**config.mk**
```make
export PLATFORM = sky130hd
export DESIGN_NAME = fetch_unit
export DESIGN_NICKNAME = d
export VERILOG_FILES = /design/src/rtl/fetch_unit.sv
export SDC_FILE = /design/constraint.sdc
export NUM_CORES = 1
export LEC_CHECK = 0
export BUFFER_PORTS_ARGS = -buffer_cell sky130_fd_sc_hd__buf_2
export CORE_MARGIN = 2
export CORE_UTILIZATION = 30
export DETAILED_ROUTE_END_ITERATION = 7
export PLACE_DENSITY = 0.57
export SYNTH_ARGS = -nofsm -noshare
export SYNTH_HDL_FRONTEND = slang
export SYNTH_SLANG_ARGS = --single-unit
```
**constraint.sdc**
```tcl
create_clock -name clk -period 7.5 [get_ports clk]
set_clock_uncertainty 0.2 [all_clocks]
set_input_delay 0.375 -clock clk [delete_from_list [all_inputs] [get_ports clk]]
set_output_delay 0.375 -clock clk [all_outputs]
set_load 0.05 [all_outputs]
```
**src/rtl/fetch_unit.sv**
```systemverilog
`default_nettype none
// ============================================================================
// Module      : fetch_unit
// Description : Instruction fetch stage with req/ack memory port, prefetch
//               queue, valid/ready delivery and redirect flush.
// Revision    : 1.0 - initial release
// ============================================================================
module fetch_unit #(
    parameter logic [31:0] RESET_PC = 32'h0000_0000,
    parameter int          DEPTH    = 4
) (
    input  logic        clk,
    input  logic        rst,
    output logic        imem_req,
    output logic [31:0] imem_addr,
    input  logic        imem_ack,
    input  logic [31:0] imem_rdata,
    output logic        inst_valid,
    output logic [31:0] inst,
    output logic [31:0] inst_pc,
    input  logic        inst_ready,
    input  logic        redirect,
    input  logic [31:0] redirect_pc
);

    localparam int c_PTR_W = (DEPTH > 1) ? $clog2(DEPTH) : 1;
    localparam int c_CNT_W = c_PTR_W + 1;
    localparam logic [c_CNT_W-1:0] c_DEPTH_CNT = c_CNT_W'(DEPTH);

    localparam logic [1:0] c_IDLE   = 2'd0;
    localparam logic [1:0] c_BUSY   = 2'd1;
    localparam logic [1:0] c_SQUASH = 2'd2;

    logic [1:0]         r_state;
    logic [31:0]        r_req_addr;
    logic [31:0]        r_fetch_pc;
    logic [c_PTR_W-1:0] r_head;
    logic [c_PTR_W-1:0] r_tail;
    logic [c_CNT_W-1:0] r_count;
    logic [31:0]        r_mem_inst [DEPTH];
    logic [31:0]        r_mem_pc   [DEPTH];

    logic               w_push;
    logic               w_pop;
    logic [c_CNT_W-1:0] w_cnt_after;
    logic               w_space;
    logic               w_launch;
    logic [31:0]        w_tgt;

    assign imem_req   = (r_state != c_IDLE);
    assign imem_addr  = r_req_addr;
    assign inst_valid = (r_count != '0);
    // Head data is masked while empty so stale entries never leak out.
    assign inst       = inst_valid ? r_mem_inst[r_head] : 32'h0;
    assign inst_pc    = inst_valid ? r_mem_pc[r_head]   : 32'h0;

    assign w_push      = (r_state == c_BUSY) && imem_ack && !redirect;
    assign w_pop       = inst_valid && inst_ready;
    assign w_cnt_after = r_count + c_CNT_W'(w_push) - c_CNT_W'(w_pop);
    assign w_space     = (w_cnt_after < c_DEPTH_CNT);
    assign w_tgt       = redirect ? (redirect_pc & 32'hFFFF_FFFC) : r_fetch_pc;

    always_comb begin
        w_launch = 1'b0;
        case (r_state)
            c_IDLE:   w_launch = redirect || w_space;
            c_BUSY:   w_launch = imem_ack && (redirect || w_space);
            c_SQUASH: w_launch = imem_ack;
            default:  w_launch = 1'b0;
        endcase
    end

    always_ff @(posedge clk or posedge rst) begin
        if (rst) begin
            r_state    <= c_IDLE;
            r_req_addr <= RESET_PC;
            r_fetch_pc <= RESET_PC;
            r_head     <= '0;
            r_tail     <= '0;
            r_count    <= '0;
        end else begin
            if (w_launch) begin
                r_req_addr <= w_tgt;
                r_fetch_pc <= w_tgt + 32'd4;
            end else if (redirect) begin
                r_fetch_pc <= w_tgt;
            end

            if (redirect) begin
                r_head  <= '0;
                r_tail  <= '0;
                r_count <= '0;
            end else begin
                if (w_push) r_tail <= r_tail + c_PTR_W'(1);
                if (w_pop)  r_head <= r_head + c_PTR_W'(1);
                r_count <= w_cnt_after;
            end

            case (r_state)
                c_IDLE: begin
                    if (w_launch) r_state <= c_BUSY;
                end
                c_BUSY: begin
                    if (imem_ack)      r_state <= w_launch ? c_BUSY : c_IDLE;
                    else if (redirect) r_state <= c_SQUASH;
                end
                c_SQUASH: begin
                    if (imem_ack) r_state <= c_BUSY;
                end
                default: r_state <= c_IDLE;
            endcase
        end
    end

    // Queue storage needs no reset: reads are masked by the count.
    always_ff @(posedge clk) begin
        if (w_push) begin
            r_mem_inst[r_tail] <= imem_rdata;
            r_mem_pc[r_tail]   <= r_req_addr;
        end
    end

endmodule
`default_nettype wire

```
### After elaboration in Yosys (flattened, before gate mapping)

Memory sizes are Yosys's and may differ from the RTL's.
Cells that the tools add are included.

| operators by class | value |
|---|---|
| reduce and logical (&&, ||, !) cells | 13 |
| divide/modulo/power cells | 0 |
| shift operators | 0 |
| multipliers | 0 |
| multiplexer cells | 19 |
| add/subtract/negate cells | 5 |
| $lt $le $gt $ge | 1 |
| eq/ne operators | 5 |
| bitwise gates (word level) | 0 |

Operators with widths:

| operator | number |
|---|---|
| $mux 32 | 5 |
| $add 32x3->32 const B | 1 |
| $mux 2 | 8 |
| $reduce_bool 2->1 | 4 |
| $pmux 2 s3 | 1 |
| $add 2x1->2 const B | 2 |
| $logic_and 1x1->1 | 4 |
| $ne 2x2->1 const B | 2 |
| $add 3x1->3 | 1 |
| $lt 3x3->1 const B | 1 |
| $mux 1 | 3 |
| $mux 3 | 1 |
| $ne 3x3->1 const B | 1 |
| $pmux 1 s3 | 1 |
| $reduce_and 3->1 | 1 |
| $reduce_bool 3->1 | 1 |
| $sub 3x1->3 | 1 |
| $eq 2x1->1 const B | 1 |
| $eq 2x2->1 const B | 1 |
| $logic_not 2->1 | 1 |
| $logic_not 1->1 | 1 |
| $logic_or 1x1->1 | 1 |

| word-level totals | value |
|---|---|
| memories | 2 |
| input port bits | 69 |
| memory bits (writable) | 256 |
| output and inout port bits | 98 |
| latch bits | 0 |
| ROM bits | 0 |
| word-level logic and storage cells | 51 |
| register bits after elaboration | 73 |

Memory list:

| memory | depth | width | rd ports | clocked after Yosys merged registers in | write ports | line | source |
|---|---|---|---|---|---|---|---|
| r_mem_inst | 4 | 32 | 1 | 0 | 1 | 40 | `logic [31:0] r_mem_inst [DEPTH];` |
| r_mem_pc | 4 | 32 | 1 | 0 | 1 | 41 | `logic [31:0] r_mem_pc [DEPTH];` |

### Depth between registers and ports, before layout

Gate-level depths: netlist of run 1.

| logic depth | value |
|---|---|
| depth in word-level cells | 12 |
| gate-level depth with buffers | 19 |
| mapped depth without buffers | 15 |

### Worst setup path after synthesis of run 1

OpenSTA, ideal clock, no wires.

| timing path | value |
|---|---|
| kind | input to register |
| from | in redirect |
| to | reg r_fetch_pc[21] |
| arrival time | 3756 ps |
| cell stages on the path | 19 |
| slack | 3415 ps |
| required time | 7171 ps |
| path through | buf_6 buf_6 buf_4 buf_2 buf_1 nor2_1 inv_1 ha_1 inv_1 ha_1 inv_1 fa_1 xor3_1 a221oi_4 and2_1 buf_2 nor3b_1 nand2_1 xor2_1 |

| between the ends | value |
|---|---|
| cells in the longest elaborated chain, start to end | 9 |
| elaborated cells on any way between the ends | 13 |
| those cells by class | 3 x add/sub; 1 x order compare; 4 x mux; 5 x reduce/logical |

Ends and longest elaborated chain:

| item | line | source |
|---|---|---|
| start, declared | 22 | `input logic redirect,` |
| $logic_not 1->1 | 57 | `assign w_push = (r_state == c_BUSY) && imem_ack && !redirect;` |
| $logic_and 1x1->1 | 57 |  |
| $add 3x1->3 | 59 | `assign w_cnt_after = r_count + c_CNT_W'(w_push) - c_CNT_W'(w_pop);` |
| $sub 3x1->3 | 59 |  |
| $lt 3x3->1 | 60 | `assign w_space = (w_cnt_after < c_DEPTH_CNT);` |
| $logic_or 1x1->1 | 66, 67 |  |
| $logic_and 1x1->1 | 67 | `c_BUSY: w_launch = imem_ack && (redirect \|\| w_space);` |
| $pmux 1 s3 | 65 | `case (r_state)` |
| $mux 32 / $reduce_bool 2->1 (equally long branches) | n/a |  |
| end signal, assigned | 84 | `r_fetch_pc <= w_tgt + 32'd4;` |
| end signal, assigned | 86 | `r_fetch_pc <= w_tgt;` |
| end, declared | 36 | `logic [31:0] r_fetch_pc;` |

Several ways; a longest one is shown, not always the timed one. The select of a mux whose other input is x is not followed.
A chain may end at the register's enable or synchronous reset.

### Worst setup path in the final report of run 1

| timing path | value |
|---|---|
| from | reg r_count[1] |
| to | reg r_fetch_pc[30] |

| between the ends | value |
|---|---|
| cells in the longest elaborated chain, start to end | 8 |
| elaborated cells on any way between the ends | 10 |
| those cells by class | 2 x add/sub; 1 x order compare; 2 x mux; 5 x reduce/logical |

Ends and longest elaborated chain:

| item | line | source |
|---|---|---|
| start, declared | 39 | `logic [c_CNT_W-1:0] r_count;` |
| start signal, assigned | 96 | `r_count <= w_cnt_after;` |
| parallel branches: the longest is 2 deep, another holds $add 3x1->3 | n/a |  |
| $sub 3x1->3 * | 59 |  |
| $lt 3x3->1 * | 60 |  |
| $logic_or 1x1->1 * | 66, 67 |  |
| $logic_and 1x1->1 | 67 |  |
| $pmux 1 s3 * | 65 |  |
| $mux 32 / $reduce_bool 2->1 (equally long branches) | n/a |  |

Every way passes the cells marked *.

==> flow_results.xml, run 1 <==
<?xml version="1.0" encoding="UTF-8"?>
<metrics>
  <group name="route">
    <metric name="num_vias" unit="">7591</metric>
    <metric name="drt_first_iter_violations" unit="">402</metric>
    <metric name="final_wirelength" unit="mm">31.4</metric>
    <metric name="drtAntennaViolNets" unit="">0</metric>
    <metric name="avgRoutedWirePerCell" unit="µm">19.1</metric>
    <metric name="drcViolationCount" unit="">0</metric>
    <metric name="dr.pass1.iters" unit="">4</metric>
    <metric name="vias_per_cell" unit="">4.60</metric>
  </group>
  <group name="final_layout">
    <metric name="antenna-diode-count" unit="">0</metric>
    <metric name="layout.core_utilization" unit="">0.373</metric>
    <metric name="share_of_post_route_cells_with_drive_strength_above_1" unit="">0.304</metric>
    <metric name="fillCellCount" unit="">4261</metric>
    <metric name="layout-area-overhead-vs-synth" unit="%">23.0</metric>
    <metric name="final_nets" unit="">1099</metric>
  </group>
  <group name="global_routing">
    <metric name="global_route_wire_length_before_repair" unit="mm">47.9</metric>
    <metric name="grt_max_degree" unit="">71</metric>
    <metric name="first_global_vias" unit="">7862</metric>
    <metric name="antenna_found_initial" unit="">1</metric>
    <metric name="gr-usage-all-layers" unit="">0.134</metric>
    <metric name="remaining_global_route_overflow" unit="">0</metric>
  </group>
  <group name="clock_tree">
    <metric name="cts_post_setup_buffers_inserted" unit="">0</metric>
    <metric name="tritoncts" unit="">built</metric>
    <metric name="cts.root.buffer_cell" unit="">sky130_fd_sc_hd__clkbuf_16</metric>
    <metric name="clk_transition_reported_paths" unit="ns">0.06</metric>
    <metric name="clock_tree.buffer_depth" unit="">3</metric>
    <metric name="cts.htree.levels" unit="">2</metric>
    <metric name="cts_buffers" unit="">37</metric>
    <metric name="tritoncts_num_sinks" unit="">329</metric>
    <metric name="insertion_delay" unit="ns">0.54</metric>
  </group>
  <group name="die">
    <metric name="core_region_area" unit="µm²">45200</metric>
    <metric name="start_util" unit="">0.303</metric>
    <metric name="chipHeight" unit="µm">218</metric>
    <metric name="num_rows" unit="">78</metric>
    <metric name="die_x" unit="µm">218</metric>
    <metric name="io-pin-count" unit="">167</metric>
    <metric name="dieArea" unit="µm²">47400</metric>
  </group>
  <group name="critical_path">
    <metric name="endpoint_kind" unit="">register</metric>
    <metric name="critical_path_required" unit="ns">7.71</metric>
    <metric name="crit_path_max_fanout" unit="">70</metric>
    <metric name="crit_slowest_cell" unit="">sky130_fd_sc_hd__buf_4</metric>
    <metric name="timing.setup.critical_path_class" unit="">reg2reg</metric>
    <metric name="crit_path_start_kind" unit="">register</metric>
    <metric name="critical_path_arrival" unit="ns">5.45</metric>
    <metric name="critical_path.max_stage_delay" unit="ns">0.60</metric>
    <metric name="critical_path.cell_chain" unit="">or3_2 &gt; buf_4 &gt; and2_1 &gt; ha_1 &gt; inv_1 &gt; ha_1 &gt; inv_1 &gt; fa_1 &gt; xor3_1 &gt; a221oi_4 &gt; buf_4 &gt; nand3_2 &gt; nor4_2 &gt; xnor2_1 &gt; o22ai_1</metric>
  </group>
  <group name="synth">
    <metric name="synthesis.area_per_instance" unit="µm²">17.1</metric>
    <metric name="asyncSetResetFlopFracSynth" unit="">0.222</metric>
    <metric name="synth.net_count" unit="">876</metric>
    <metric name="synth_edf_count" unit="">256</metric>
    <metric name="post_synth_inst_count" unit="">799</metric>
    <metric name="number_of_synthesized_register_bits" unit="">329</metric>
    <metric name="synth_seq_area_share" unit="">0.695</metric>
    <metric name="synth_cell_area" unit="µm²">13700</metric>
    <metric name="most_used_flip_flop_cell_after_synthesis" unit="">sky130_fd_sc_hd__edfxtp_1</metric>
    <metric name="yosys.cell_types.count" unit="">52</metric>
    <metric name="yosys_warnings" unit="">0</metric>
  </group>
  <group name="power">
    <metric name="power_density" unit="nW/µm²">393</metric>
    <metric name="vdd_ir_drop_max" unit="mV">0.187</metric>
    <metric name="leakage_component_of_the_power" unit="nW">5.99</metric>
  </group>
  <group name="sta">
    <metric name="final.min_clock_period" unit="ns">5.24</metric>
    <metric name="worst_pin_slew" unit="ns">0.961</metric>
    <metric name="unrepaired_setup_endpoints_after_global_routing" unit="">no</metric>
    <metric name="totalNegativeSetupSlack" unit="ns">0</metric>
    <metric name="slew_viol_final" unit="">0</metric>
    <metric name="fmaxAchievable" unit="GHz">0.191</metric>
    <metric name="hold_viol" unit="">0</metric>
    <metric name="slew_headroom" unit="">0.359</metric>
    <metric name="period_share" unit="">0.698</metric>
    <metric name="setup_viol" unit="">0</metric>
  </group>
  <group name="job">
    <metric name="maxCapViolCount" unit="">0</metric>
  </group>
  <group name="placed_design">
    <metric name="io_buffer_count" unit="">164</metric>
    <metric name="detail_placement_hpwl" unit="mm">19.0</metric>
    <metric name="gpl.final_weighted_congestion" unit="">0.741</metric>
  </group>
  <group name="hold_path">
    <metric name="worst_hold_path_type" unit="">in2reg</metric>
  </group>
  <group name="run_status">
    <metric name="status" unit="">finished, final reports clean</metric>
  </group>
</metrics>
## through the flow
| stage | area (µm²) | hold WS (ns) | power, mW | setup slack [ns] | cells |
|---|---|---|---|---|---|
| after floorplan | 13700 | 0.238 | 4.30 | 3.41 | 799 |
| after global placement | 15200 | 0.308 | 4.94 | 2.18 | 1533 |
| after detailed placement | 15200 | 0.305 | 4.96 | 2.19 | 1533 |
| after CTS | 16800 | 0.00284 | 6.75 | 2.17 | 1649 |
| after global routing | 16800 | 0.0302 | 6.97 | 1.79 | 1649 |
| final | 16800 | 0.0382 | 6.63 | 2.26 | 1649 |
## worst max-delay path: cells and delay by family, from the launching register on
family,cells,cell delay [ns]
buf+inv,4,1.08
fa+ha+maj,3,0.79
xor+xnor,2,0.40
simple gates,4,1.80
compound gates,2,0.38
flops,1,0.42
## routing by layer
layer | track usage | wire length (µm) | part of all wire | up-vias
met3 | 0.0365 | 1750 | 0.056 | 43
met2 | 0.217 | 14900 | 0.47 | 158
li1 | - | - | - | 3496
met1 | 0.177 | 14200 | 0.45 | 3894
met5 | 0 | 0 | 0 | -
met4 | 0.0381 | 591 | 0.019 | 0
## cell type report
cell class | count | area [µm²] | area share
inverter | 9 | 35.0 | 0.00208
timing repair buffer | 224 | 1400 | 0.0831
tap | 600 | 751 | 0.0446
clock buffer | 48 | 1020 | 0.0605
clock inverter | 18 | 143 | 0.00847
multi-input combinational | 421 | 3970 | 0.236
sequential | 329 | 9520 | 0.565
## timing repair
action	4_1_cts	5_1_grt
endpoints found under the hold margin	196	0
hold buffers	50	0
resized for setup	0	0
## sequential cells by signal, indices dropped and copies added (netlist names)
register,cells
r_count,3
r_tail,2
r_head,2
r_fetch_pc,32
r_state,2
r_mem_inst,128
imem_addr,32
r_mem_pc,128
## final timing paths
check / start / to / slack [ns] / cells past startpoint
setup / recovery: r_count[1]$_DFF_PP0_ / r_fetch_pc[30]$_DFFE_PP0P_ / 2.26 / 15
hold / removal: redirect_pc[17] / imem_addr[17]$_DFFE_PP0N_ / 0.04 / 3
setup reg to reg: r_count[1]$_DFF_PP0_ / r_fetch_pc[30]$_DFFE_PP0P_ / 2.26 / 15
hold reg to reg: r_fetch_pc[1]$_DFFE_PP0P_ / r_fetch_pc[1]$_DFFE_PP0P_ / 0.32 / 1
max in group asynchronous: rst / r_head[1]$_DFFE_PP0P_ / 5.86 / 4
min in group asynchronous: rst / r_fetch_pc[7]$_DFFE_PP0P_ / 0.28 / 3
## cells in the mapped netlist (2+ instances only)
cell                       count  area, µm²
sky130_fd_sc_hd__inv_1         8       30.0
sky130_fd_sc_hd__clkbuf_1     22       82.6
sky130_fd_sc_hd__mux4_2       64       1440
sky130_fd_sc_hd__ha_1          7       87.6
sky130_fd_sc_hd__nand4_1       5       31.3
sky130_fd_sc_hd__nor3b_1       2       15.0
sky130_fd_sc_hd__and2_1       71        444
sky130_fd_sc_hd__nand2b_1      3       18.8
sky130_fd_sc_hd__buf_2         9       45.0
sky130_fd_sc_hd__buf_1         6       22.5
sky130_fd_sc_hd__o21ai_0       7       35.0
sky130_fd_sc_hd__a211oi_1      2       15.0
sky130_fd_sc_hd__nor3_2        2       20.0
sky130_fd_sc_hd__xnor2_1      30        263
sky130_fd_sc_hd__nand3_1      17       85.1
sky130_fd_sc_hd__a31oi_1       3       18.8
sky130_fd_sc_hd__and3_1        2       12.5
sky130_fd_sc_hd__xor2_1       14        123
sky130_fd_sc_hd__nor2b_1       6       37.5
sky130_fd_sc_hd__nand3b_1      6       45.0
sky130_fd_sc_hd__nand4b_4      2       47.6
sky130_fd_sc_hd__edfxtp_1    256       7690
sky130_fd_sc_hd__nor4_2        2       25.0
sky130_fd_sc_hd__a21oi_1      36        180
sky130_fd_sc_hd__nand2_1      31        116
sky130_fd_sc_hd__nor3_1        2       10.0
sky130_fd_sc_hd__a22oi_1       3       22.5
sky130_fd_sc_hd__mux2_2        5       56.3
sky130_fd_sc_hd__buf_6         2       22.5
sky130_fd_sc_hd__dfrtp_1      73       1830
sky130_fd_sc_hd__mux2i_1      38        380
sky130_fd_sc_hd__nor2_1       43        161
## kinds of logic (layout without fill, tap and decap cells)
logic type	count (synthesis)	in the layout	share of synthesized area
xor gates and xnor gates	45	45	0.0299
DFF	329	329	0.695
muxes	107	107	0.137
and+or+nand+nor	201	201	0.0852
AOI/OAI and AO/OA	60	60	0.0293
buffers and inverters	49	299	0.0156
adders and majority gates	8	8	0.00786
## layout by cell type (no fill, tap or decap), types with 8 or more instances in the layout
cell	synthesis	layout
sky130_fd_sc_hd__edfxtp_1	256	256
sky130_fd_sc_hd__buf_2	9	163
sky130_fd_sc_hd__dfrtp_1	73	71
sky130_fd_sc_hd__and2_1	71	67
sky130_fd_sc_hd__mux4_2	64	64
sky130_fd_sc_hd__dlygate4sd3_1	0	50
sky130_fd_sc_hd__nor2_1	43	43
sky130_fd_sc_hd__clkbuf_16	0	39
sky130_fd_sc_hd__mux2i_1	38	38
sky130_fd_sc_hd__a21oi_1	36	36
sky130_fd_sc_hd__nand2_1	31	31
sky130_fd_sc_hd__xnor2_1	30	30
sky130_fd_sc_hd__nand3_1	17	17
sky130_fd_sc_hd__xor2_1	14	14
sky130_fd_sc_hd__buf_4	1	11
sky130_fd_sc_hd__clkbuf_1	22	8
## power by group
part	internal [mW]	switching, mW	total, mW
registers	2.28	0.271	2.55
logic	0.692	1.65	2.34
clock network	1.03	0.711	1.74
total	4.00	2.63	6.63
Note: power is estimated with default switching activity, not from simulation.
==> run 2: changes to the inputs <==
Settings changed: ABC_AREA set to 1, PLACE_DENSITY 0.57 to 0.58.
Clock period 7.5 ns to 4.6 ns, I/O delays scaled along.
==> run 2 against run 1 <==
Count of clock-buffer cells in the layout increased by 6. Utilization rose by 0.77 points. Maximum frequency is 52% higher. Final area grew 2.9%. Total power rose by 71%. Setup slack got worse by 1.1 ns.
==> flow_results.xml, run 2 <==
<?xml version="1.0" encoding="UTF-8"?>
<metrics>
  <group name="critical_path">
    <metric name="timing.setup.critical_path_class" unit="">reg2reg</metric>
    <metric name="regToRegStartpoint" unit="">r_state[0]$_DFFE_PP0P_</metric>
    <metric name="endpoint_kind" unit="">register</metric>
    <metric name="timing.reg2reg.worst_path_depth" unit="">20</metric>
    <metric name="critical_path_arrival" unit="ns">3.70</metric>
    <metric name="crit_path_max_fanout" unit="">29</metric>
    <metric name="crit_path_start_kind" unit="">register</metric>
    <metric name="r2r_setup_slack" unit="ns">1.16</metric>
    <metric name="critical_path.cell_chain" unit="">inv_1 &gt; nor2_1 &gt; inv_1 &gt; nor2_1 &gt; inv_1 &gt; nor2_1 &gt; inv_1 &gt; ha_1 &gt; inv_1 &gt; ha_1 &gt; inv_1 &gt; fa_1 &gt; inv_1 &gt; nand2_1 &gt; nand4_1 &gt; nand2_2 &gt; inv_2 &gt; buf_12 &gt; nor2_1 &gt; a31oi_1</metric>
    <metric name="critical_path.max_stage_delay" unit="ns">0.40</metric>
    <metric name="critical_path_required" unit="ns">4.85</metric>
    <metric name="critical_path.most_common_cell" unit="">sky130_fd_sc_hd__inv_1</metric>
    <metric name="timing.rr.end" unit="">imem_addr[11]$_DFFE_PP0N_</metric>
    <metric name="crit_slowest_cell" unit="">sky130_fd_sc_hd__dfrtp_1</metric>
  </group>
  <group name="global_routing">
    <metric name="first_global_vias" unit="">9813</metric>
    <metric name="antenna_found_initial" unit="">1</metric>
    <metric name="remaining_global_route_overflow" unit="">0</metric>
    <metric name="grt_max_degree" unit="">73</metric>
    <metric name="gr-usage-all-layers" unit="">0.153</metric>
    <metric name="global_route_wire_length_before_repair" unit="mm">56.2</metric>
  </group>
  <group name="route">
    <metric name="highest-signal-layer" unit="">met5</metric>
    <metric name="avgRoutedWirePerCell" unit="µm">16.8</metric>
    <metric name="drtAntennaViolNets" unit="">0</metric>
    <metric name="drt_first_iter_violations" unit="">653</metric>
    <metric name="route.layer.met1.wl" unit="mm">16.7</metric>
    <metric name="num_vias" unit="">10126</metric>
    <metric name="drcViolationCount" unit="">0</metric>
    <metric name="vias_per_cell" unit="">4.62</metric>
    <metric name="met2_wirelength" unit="mm">17.7</metric>
    <metric name="routed-wl-met3" unit="mm">1.84</metric>
    <metric name="dr.pass1.iters" unit="">5</metric>
    <metric name="final_wirelength" unit="mm">36.8</metric>
  </group>
  <group name="clock_tree">
    <metric name="cts_post_setup_buffers_inserted" unit="">0</metric>
    <metric name="cts_resized" unit="">0</metric>
    <metric name="insertion_delay" unit="ns">0.54</metric>
    <metric name="tritoncts_num_sinks" unit="">329</metric>
    <metric name="cts_buffers" unit="">37</metric>
    <metric name="cts.htree.levels" unit="">2</metric>
    <metric name="tritoncts" unit="">built</metric>
    <metric name="clk_transition_reported_paths" unit="ns">0.06</metric>
    <metric name="cts.root.buffer_cell" unit="">sky130_fd_sc_hd__clkbuf_16</metric>
    <metric name="holdBufCountCts" unit="">63</metric>
    <metric name="clock_tree.buffer_depth" unit="">3</metric>
  </group>
  <group name="die">
    <metric name="chipHeight" unit="µm">219</metric>
    <metric name="num_rows" unit="">78</metric>
    <metric name="io-pin-count" unit="">167</metric>
    <metric name="die_x" unit="µm">219</metric>
    <metric name="dieArea" unit="µm²">48100</metric>
    <metric name="core_region_area" unit="µm²">45600</metric>
    <metric name="start_util" unit="">0.305</metric>
  </group>
  <group name="final_layout">
    <metric name="layout.core_utilization" unit="">0.380</metric>
    <metric name="share_of_post_route_cells_with_drive_strength_above_1" unit="">0.164</metric>
    <metric name="instances_no_fill" unit="">2194</metric>
    <metric name="layout_common_cells" unit="">sky130_fd_sc_hd__nor2_1, sky130_fd_sc_hd__nand2_1, sky130_fd_sc_hd__edfxtp_1</metric>
    <metric name="fillCellCount" unit="">4510</metric>
    <metric name="layout-area-overhead-vs-synth" unit="%">24.7</metric>
    <metric name="reg_top3" unit="">r_mem_inst: 128 flops, r_mem_pc: 128 flops</metric>
    <metric name="final_common_cell" unit="">sky130_fd_sc_hd__nor2_1</metric>
    <metric name="final_nets" unit="">1644</metric>
    <metric name="fin_area" unit="µm²">17300</metric>
    <metric name="antenna-diode-count" unit="">0</metric>
  </group>
  <group name="hold_path">
    <metric name="min-delay-start" unit="">redirect_pc[5]</metric>
    <metric name="min_delay_worst_endpoint" unit="">r_fetch_pc[5]$_DFFE_PP0P_</metric>
    <metric name="worst_hold_path_type" unit="">in2reg</metric>
    <metric name="min_path_cells" unit="">5</metric>
  </group>
  <group name="synth">
    <metric name="synth_seq_area_share" unit="">0.685</metric>
    <metric name="synthesis.area_per_instance" unit="µm²">10.3</metric>
    <metric name="synth.net_count" unit="">1428</metric>
    <metric name="number_of_synthesized_register_bits" unit="">329</metric>
    <metric name="synth.top_cells.by_area" unit="">sky130_fd_sc_hd__edfxtp_1, sky130_fd_sc_hd__dfrtp_1, sky130_fd_sc_hd__nor2_1</metric>
    <metric name="synthDominantAreaCellType" unit="">sky130_fd_sc_hd__edfxtp_1</metric>
    <metric name="synth_edf_count" unit="">256</metric>
    <metric name="synth_top_area_share" unit="">0.553</metric>
    <metric name="yosys-top-cells-count" unit="">sky130_fd_sc_hd__nor2_1, sky130_fd_sc_hd__nand2_1, sky130_fd_sc_hd__edfxtp_1</metric>
    <metric name="synth-xor-area-share" unit="">0.00756</metric>
    <metric name="synth_most_common_cell" unit="">sky130_fd_sc_hd__nor2_1</metric>
    <metric name="synthMuxAreaShare" unit="">0</metric>
    <metric name="post_synth_and_or_nand_nor_area_fraction" unit="">0.175</metric>
    <metric name="post_synth_inst_count" unit="">1351</metric>
    <metric name="synth_cell_area" unit="µm²">13900</metric>
    <metric name="asyncSetResetFlopFracSynth" unit="">0.222</metric>
    <metric name="yosys_warnings" unit="">0</metric>
    <metric name="synth_fa_ha_area_frac" unit="">0.00774</metric>
    <metric name="yosys.cell_types.count" unit="">23</metric>
    <metric name="synth_compound_gate_area_share" unit="">0.0887</metric>
    <metric name="most_used_flip_flop_cell_after_synthesis" unit="">sky130_fd_sc_hd__edfxtp_1</metric>
    <metric name="dominant_combinational_cell_family_by_area_after_synthesis" unit="">simple AND/OR/NAND/NOR gates</metric>
  </group>
  <group name="power">
    <metric name="leakage_component_of_the_power" unit="nW">6.88</metric>
    <metric name="power_density" unit="nW/µm²">652</metric>
    <metric name="vdd_ir_drop_max" unit="mV">0.322</metric>
  </group>
  <group name="sta">
    <metric name="fmaxAchievable" unit="GHz">0.291</metric>
    <metric name="totalNegativeSetupSlack" unit="ns">0</metric>
    <metric name="slew_viol_final" unit="">0</metric>
    <metric name="final.min_clock_period" unit="ns">3.44</metric>
    <metric name="worst_pin_slew" unit="ns">0.927</metric>
    <metric name="unrepaired_setup_endpoints_after_global_routing" unit="">no</metric>
    <metric name="setup_viol" unit="">0</metric>
    <metric name="period_share" unit="">0.748</metric>
    <metric name="slew_headroom" unit="">0.382</metric>
    <metric name="hold_viol" unit="">0</metric>
  </group>
  <group name="placed_design">
    <metric name="detail_placement_hpwl" unit="mm">22.6</metric>
    <metric name="gpl.final_weighted_congestion" unit="">0.893</metric>
    <metric name="placedCellCount" unit="">2065</metric>
    <metric name="io_buffer_count" unit="">164</metric>
    <metric name="postPlaceCellArea" unit="µm²">15400</metric>
  </group>
  <group name="run_status">
    <metric name="status" unit="">finished, final reports clean</metric>
  </group>
  <group name="job">
    <metric name="maxCapViolCount" unit="">0</metric>
  </group>
</metrics>
-- run 2: cell count changes after synthesis, sizes merged, moves of 16 or more --
| cell | before | now |
|---|---|---|
| o21ai | 7 | 163 |
| nand2 | 31 | 272 |
| nor2 | 43 | 337 |
| and2 | 71 | 0 |
| mux2i | 38 | 0 |
| mux4 | 64 | 0 |
| xnor2 | 30 | 0 |
| inv | 9 | 58 |
| a21oi | 36 | 69 |
| clkbuf | 22 | 38 |
-- run 2: where the power goes --
| part | switching, mW | internal (mW) | leakage, nW |
|---|---|---|---|
| Sequential | 0.377 | 3.75 | 3.23 |
| Clock | 1.17 | 1.84 | 0.619 |
| Combinational | 3.24 | 0.920 | 3.03 |
| Total | 4.79 | 6.51 | 6.88 |
-- run 2: cell type report --
| cell class | instances | area, µm² | share of cell area |
|---|---|---|---|
| flip-flops and latches | 329 | 9520 | 0.549 |
| multi-input cells | 896 | 3920 | 0.226 |
| repair buffers | 245 | 1660 | 0.0958 |
| clock buffers | 54 | 1140 | 0.0660 |
| well taps | 600 | 751 | 0.0433 |
| inverters | 58 | 219 | 0.0126 |
| clock inverters | 12 | 123 | 0.00707 |
-- run 2: worst max path at each step --
| stage | start | endpoint | cells past startpoint |
|---|---|---|---|
| 3_5_place_dp | r_state[0]$_DFFE_PP0P_ | imem_addr[17]$_DFFE_PP0N_ | 20 |
| 4_1_cts | r_state[0]$_DFFE_PP0P_ | imem_addr[17]$_DFFE_PP0N_ | 20 |
| 3_3_place_gp | r_state[0]$_DFFE_PP0P_ | imem_addr[4]$_DFFE_PP0N_ | 20 |
| 6_report | r_state[0]$_DFFE_PP0P_ | imem_addr[11]$_DFFE_PP0N_ | 20 |
| 2_1_floorplan | r_state[0]$_DFFE_PP0P_ | r_mem_inst[0][0]$_DFFE_PP_ | 8 |
| 5_1_grt | r_state[0]$_DFFE_PP0P_ | r_fetch_pc[7]$_DFFE_PP0P_ | 20 |
-- run 2: cell families (layout without fill, tap and decap cells) --
| family | Yosys count | after routing |
|---|---|---|
| AO/OA/AOI/OAI | 243 | 243 |
| flip-flops | 329 | 329 |
| XOR/XNOR | 12 | 12 |
| AND/OR/NAND/NOR | 633 | 633 |
| adder cells (fa/ha/maj) | 8 | 8 |
| buffers and inverters | 126 | 369 |
-- run 2: worst max-delay path, delay by kind of cell (launching register included) --
family,cells,cell delay (ns)
simple gates,7,0.66
buf+inv,9,1.11
compound gates,1,0.14
fa+ha+maj,3,0.82
flops,1,0.40
-- run 2: through the flow --
step	power, mW	hold slack (ns)	setup WS (ns)
6_report	11.3	0.0236	1.16
5_1_grt	11.9	0.0424	0.771
4_1_cts	11.5	0.00140	1.16
3_5_place_dp	8.35	0.248	1.16
3_3_place_gp	8.31	0.243	1.17
2_1_floorplan	7.08	0.125	0.325
-- run 2: metal layers --
layer / vias up / track usage
li1: 4957 / -
met1: 4884 / 0.201
met2: 238 / 0.260
met3: 45 / 0.0323
met4: 2 / 0.0358
met5: - / 0
==> run 3: changes to the inputs <==
Clock period 4.6 ns to 3.11 ns, I/O delays scaled along.
==> run 3 against run 2 <==
Cell count grew 1.2%. Sequential cell count is the same. Total power grew 51%. Maximum frequency grew 18%. Utilization grew 0.69 points. Critical path type unchanged.
==> flow_results.xml, run 3 (synthesis gave the netlist of run 2 again) <==
<?xml version="1.0" encoding="UTF-8"?>
<metrics>
  <group name="run_status">
    <metric name="status" unit="">finished, final reports clean</metric>
  </group>
  <group name="die">
    <metric name="start_util" unit="">0.305</metric>
    <metric name="io-pin-count" unit="">167</metric>
    <metric name="chipHeight" unit="µm">219</metric>
    <metric name="num_rows" unit="">78</metric>
    <metric name="core_region_area" unit="µm²">45600</metric>
    <metric name="die_x" unit="µm">219</metric>
    <metric name="dieArea" unit="µm²">48100</metric>
  </group>
  <group name="final_layout">
    <metric name="instances_no_fill" unit="">2221</metric>
    <metric name="final_nets" unit="">1669</metric>
    <metric name="final_common_cell" unit="">sky130_fd_sc_hd__nor2_1</metric>
    <metric name="share_of_post_route_cells_with_drive_strength_above_1" unit="">0.175</metric>
    <metric name="layout.core_utilization" unit="">0.387</metric>
    <metric name="reg_top3" unit="">r_mem_inst: 128 flops, r_mem_pc: 128 flops</metric>
    <metric name="antenna-diode-count" unit="">0</metric>
    <metric name="fillCellCount" unit="">4459</metric>
    <metric name="layout-area-overhead-vs-synth" unit="%">27.0</metric>
    <metric name="layout_common_cells" unit="">sky130_fd_sc_hd__nor2_1, sky130_fd_sc_hd__nand2_1, sky130_fd_sc_hd__edfxtp_1</metric>
  </group>
  <group name="sta">
    <metric name="hold_viol" unit="">0</metric>
    <metric name="layout_setup_ws" unit="ns">0.204</metric>
    <metric name="final.min_clock_period" unit="ns">2.91</metric>
    <metric name="whs" unit="ns">0.165</metric>
    <metric name="period_share" unit="">0.934</metric>
    <metric name="slew_headroom" unit="">0.392</metric>
    <metric name="worst_pin_slew" unit="ns">0.912</metric>
    <metric name="setup_viol" unit="">0</metric>
    <metric name="fmaxAchievable" unit="GHz">0.344</metric>
    <metric name="slew_viol_final" unit="">0</metric>
  </group>
  <group name="placed_design">
    <metric name="detail_placement_hpwl" unit="mm">23.1</metric>
    <metric name="placedCellCount" unit="">2079</metric>
    <metric name="detailedPlace.worstSlack" unit="ns">0.0658</metric>
    <metric name="gpl.final_weighted_congestion" unit="">0.894</metric>
    <metric name="io_buffer_count" unit="">164</metric>
  </group>
  <group name="critical_path">
    <metric name="critical_path_required" unit="ns">3.39</metric>
    <metric name="crit_path_start_kind" unit="">register</metric>
    <metric name="critical_path_arrival" unit="ns">3.19</metric>
    <metric name="endpoint_kind" unit="">register</metric>
    <metric name="timing.reg2reg.worst_path_depth" unit="">18</metric>
    <metric name="crit_path_end" unit="">r_fetch_pc[9]$_DFFE_PP0P_</metric>
    <metric name="crit_path_max_fanout" unit="">12</metric>
    <metric name="r2r_setup_slack" unit="ns">0.20</metric>
    <metric name="regToRegStartpoint" unit="">r_state[1]$_DFFE_PP0P_</metric>
    <metric name="cp-startpoint" unit="">r_state[1]$_DFFE_PP0P_</metric>
    <metric name="timing.setup.critical_path_class" unit="">reg2reg</metric>
    <metric name="timing.rr.end" unit="">r_fetch_pc[9]$_DFFE_PP0P_</metric>
  </group>
  <group name="power">
    <metric name="power_density" unit="nW/µm²">969</metric>
    <metric name="leakage_component_of_the_power" unit="nW">7.03</metric>
    <metric name="vdd_ir_drop_max" unit="mV">0.804</metric>
  </group>
  <group name="clock_tree">
    <metric name="tritoncts" unit="">built</metric>
    <metric name="cts.root.buffer_cell" unit="">sky130_fd_sc_hd__clkbuf_16</metric>
    <metric name="tritoncts_num_sinks" unit="">329</metric>
    <metric name="clk_transition_reported_paths" unit="ns">0.06</metric>
    <metric name="cts_buffers" unit="">38</metric>
    <metric name="cts.htree.levels" unit="">2</metric>
    <metric name="clock_tree.buffer_depth" unit="">3</metric>
    <metric name="insertion_delay" unit="ns">0.56</metric>
  </group>
  <group name="route">
    <metric name="final_wirelength" unit="mm">37.7</metric>
    <metric name="dr.pass1.iters" unit="">5</metric>
    <metric name="avgRoutedWirePerCell" unit="µm">17.0</metric>
    <metric name="vias_per_cell" unit="">4.61</metric>
    <metric name="drtAntennaViolNets" unit="">0</metric>
    <metric name="num_vias" unit="">10236</metric>
    <metric name="drt_first_iter_violations" unit="">591</metric>
    <metric name="drcViolationCount" unit="">0</metric>
  </group>
  <group name="global_routing">
    <metric name="antenna_found_initial" unit="">0</metric>
    <metric name="gr-usage-all-layers" unit="">0.155</metric>
    <metric name="remaining_global_route_overflow" unit="">0</metric>
    <metric name="grt_max_degree" unit="">130</metric>
    <metric name="global_route_wire_length_before_repair" unit="mm">56.9</metric>
    <metric name="first_global_vias" unit="">9991</metric>
  </group>
  <group name="job">
    <metric name="maxCapViolCount" unit="">0</metric>
  </group>
  <group name="hold_path">
    <metric name="min-delay-start" unit="">imem_rdata[23]</metric>
    <metric name="worst_hold_path_type" unit="">in2reg</metric>
  </group>
</metrics>
-- run 3: cell types whose count changed in the layout (fill, tap and decap cells not counted), moves of 3 or more --
cell | before | now
sky130_fd_sc_hd__dlygate4sd3_1 | 63 | 67
sky130_fd_sc_hd__buf_4 | 12 | 24
sky130_fd_sc_hd__buf_12 | 6 | 9
sky130_fd_sc_hd__nor2_2 | 9 | 12
sky130_fd_sc_hd__bufinv_16 | 2 | 6
sky130_fd_sc_hd__clkbuf_1 | 6 | 9
sky130_fd_sc_hd__clkbuf_8 | 7 | 1
sky130_fd_sc_hd__nor2_1 | 323 | 320
-- run 3: through the flow --
step	total power, mW	TNS [ns]	cell area [µm²]
2_1_floorplan	10.5	-30.56	13900
3_3_place_gp	12.4	0	15600
3_5_place_dp	12.4	0	15600
4_1_cts	17.2	0	17500
5_1_grt	18.0	-0.120	17700
6_report	17.1	0	17700
-- run 3: worst max-delay path, cell delays in order, from the launching register on --
cell	delay [ns]
sky130_fd_sc_hd__dfrtp_1	0.40
sky130_fd_sc_hd__nor2_1	0.09
sky130_fd_sc_hd__inv_1	0.06
sky130_fd_sc_hd__nor2_1	0.09
sky130_fd_sc_hd__inv_1	0.06
sky130_fd_sc_hd__nor2_2	0.12
sky130_fd_sc_hd__inv_1	0.07
sky130_fd_sc_hd__ha_1	0.26
sky130_fd_sc_hd__inv_1	0.06
sky130_fd_sc_hd__ha_1	0.13
sky130_fd_sc_hd__inv_1	0.05
sky130_fd_sc_hd__fa_2	0.33
sky130_fd_sc_hd__inv_1	0.06
sky130_fd_sc_hd__nand2_1	0.06
sky130_fd_sc_hd__nand4_1	0.13
sky130_fd_sc_hd__nand2_4	0.13
sky130_fd_sc_hd__buf_6	0.19
sky130_fd_sc_hd__nor3_1	0.17
sky130_fd_sc_hd__xor2_1	0.17
-- run 3: repair_timing --
item                                    4_1_cts  5_1_grt
pin swaps                                     0        4
endpoints found under the hold margin       272        0
resized for setup                             1       15
gates cloned                                  0        2
hold buffers                                 67        0
buffers inserted                              0        4
endpoints found under the setup margin       30       87
-- run 3: where the power goes --
part	switching (mW)	internal, mW
combinational	4.89	1.55
sequential	0.548	5.55
clock	1.79	2.79
-- run 3: worst min-delay path by stage --
| stage | endpoint | slack, ns | cells past startpoint |
|---|---|---|---|
| finish | r_mem_inst[1][23]$_DFFE_PP_ | 0.16 | 2 |
| global route | r_mem_inst[1][30]$_DFFE_PP_ | 0.15 | 2 |
| CTS | r_mem_inst[1][28]$_DFFE_PP_ | 0.12 | 2 |
| detailed placement | r_fetch_pc[30]$_DFFE_PP0P_ | -0.009 | 2 |
| global placement | r_fetch_pc[30]$_DFFE_PP0P_ | -0.01 | 2 |
| floorplan | r_state[0]$_DFFE_PP0P_ | 0.05 | 1 |
-- run 3: layout make-up --
cell class / instances / area [µm²] / area share
repair buffers: 269 / 1940 / 0.110
clock inverters: 21 / 279 / 0.0158
flip-flops and latches: 329 / 9520 / 0.539
clock buffers: 48 / 998 / 0.0566
inverters: 58 / 229 / 0.0130
well taps: 600 / 751 / 0.0425
multi-input cells: 896 / 3930 / 0.223
-- run 3: metal layers --
metal / up-vias / part of all wire / GRT usage
li1: 5020 / - / -
met1: 4952 / 0.46 / 0.204
met2: 215 / 0.48 / 0.262
met3: 49 / 0.043 / 0.0304
met4: 0 / 0.019 / 0.0405
met5: - / 0 / 0
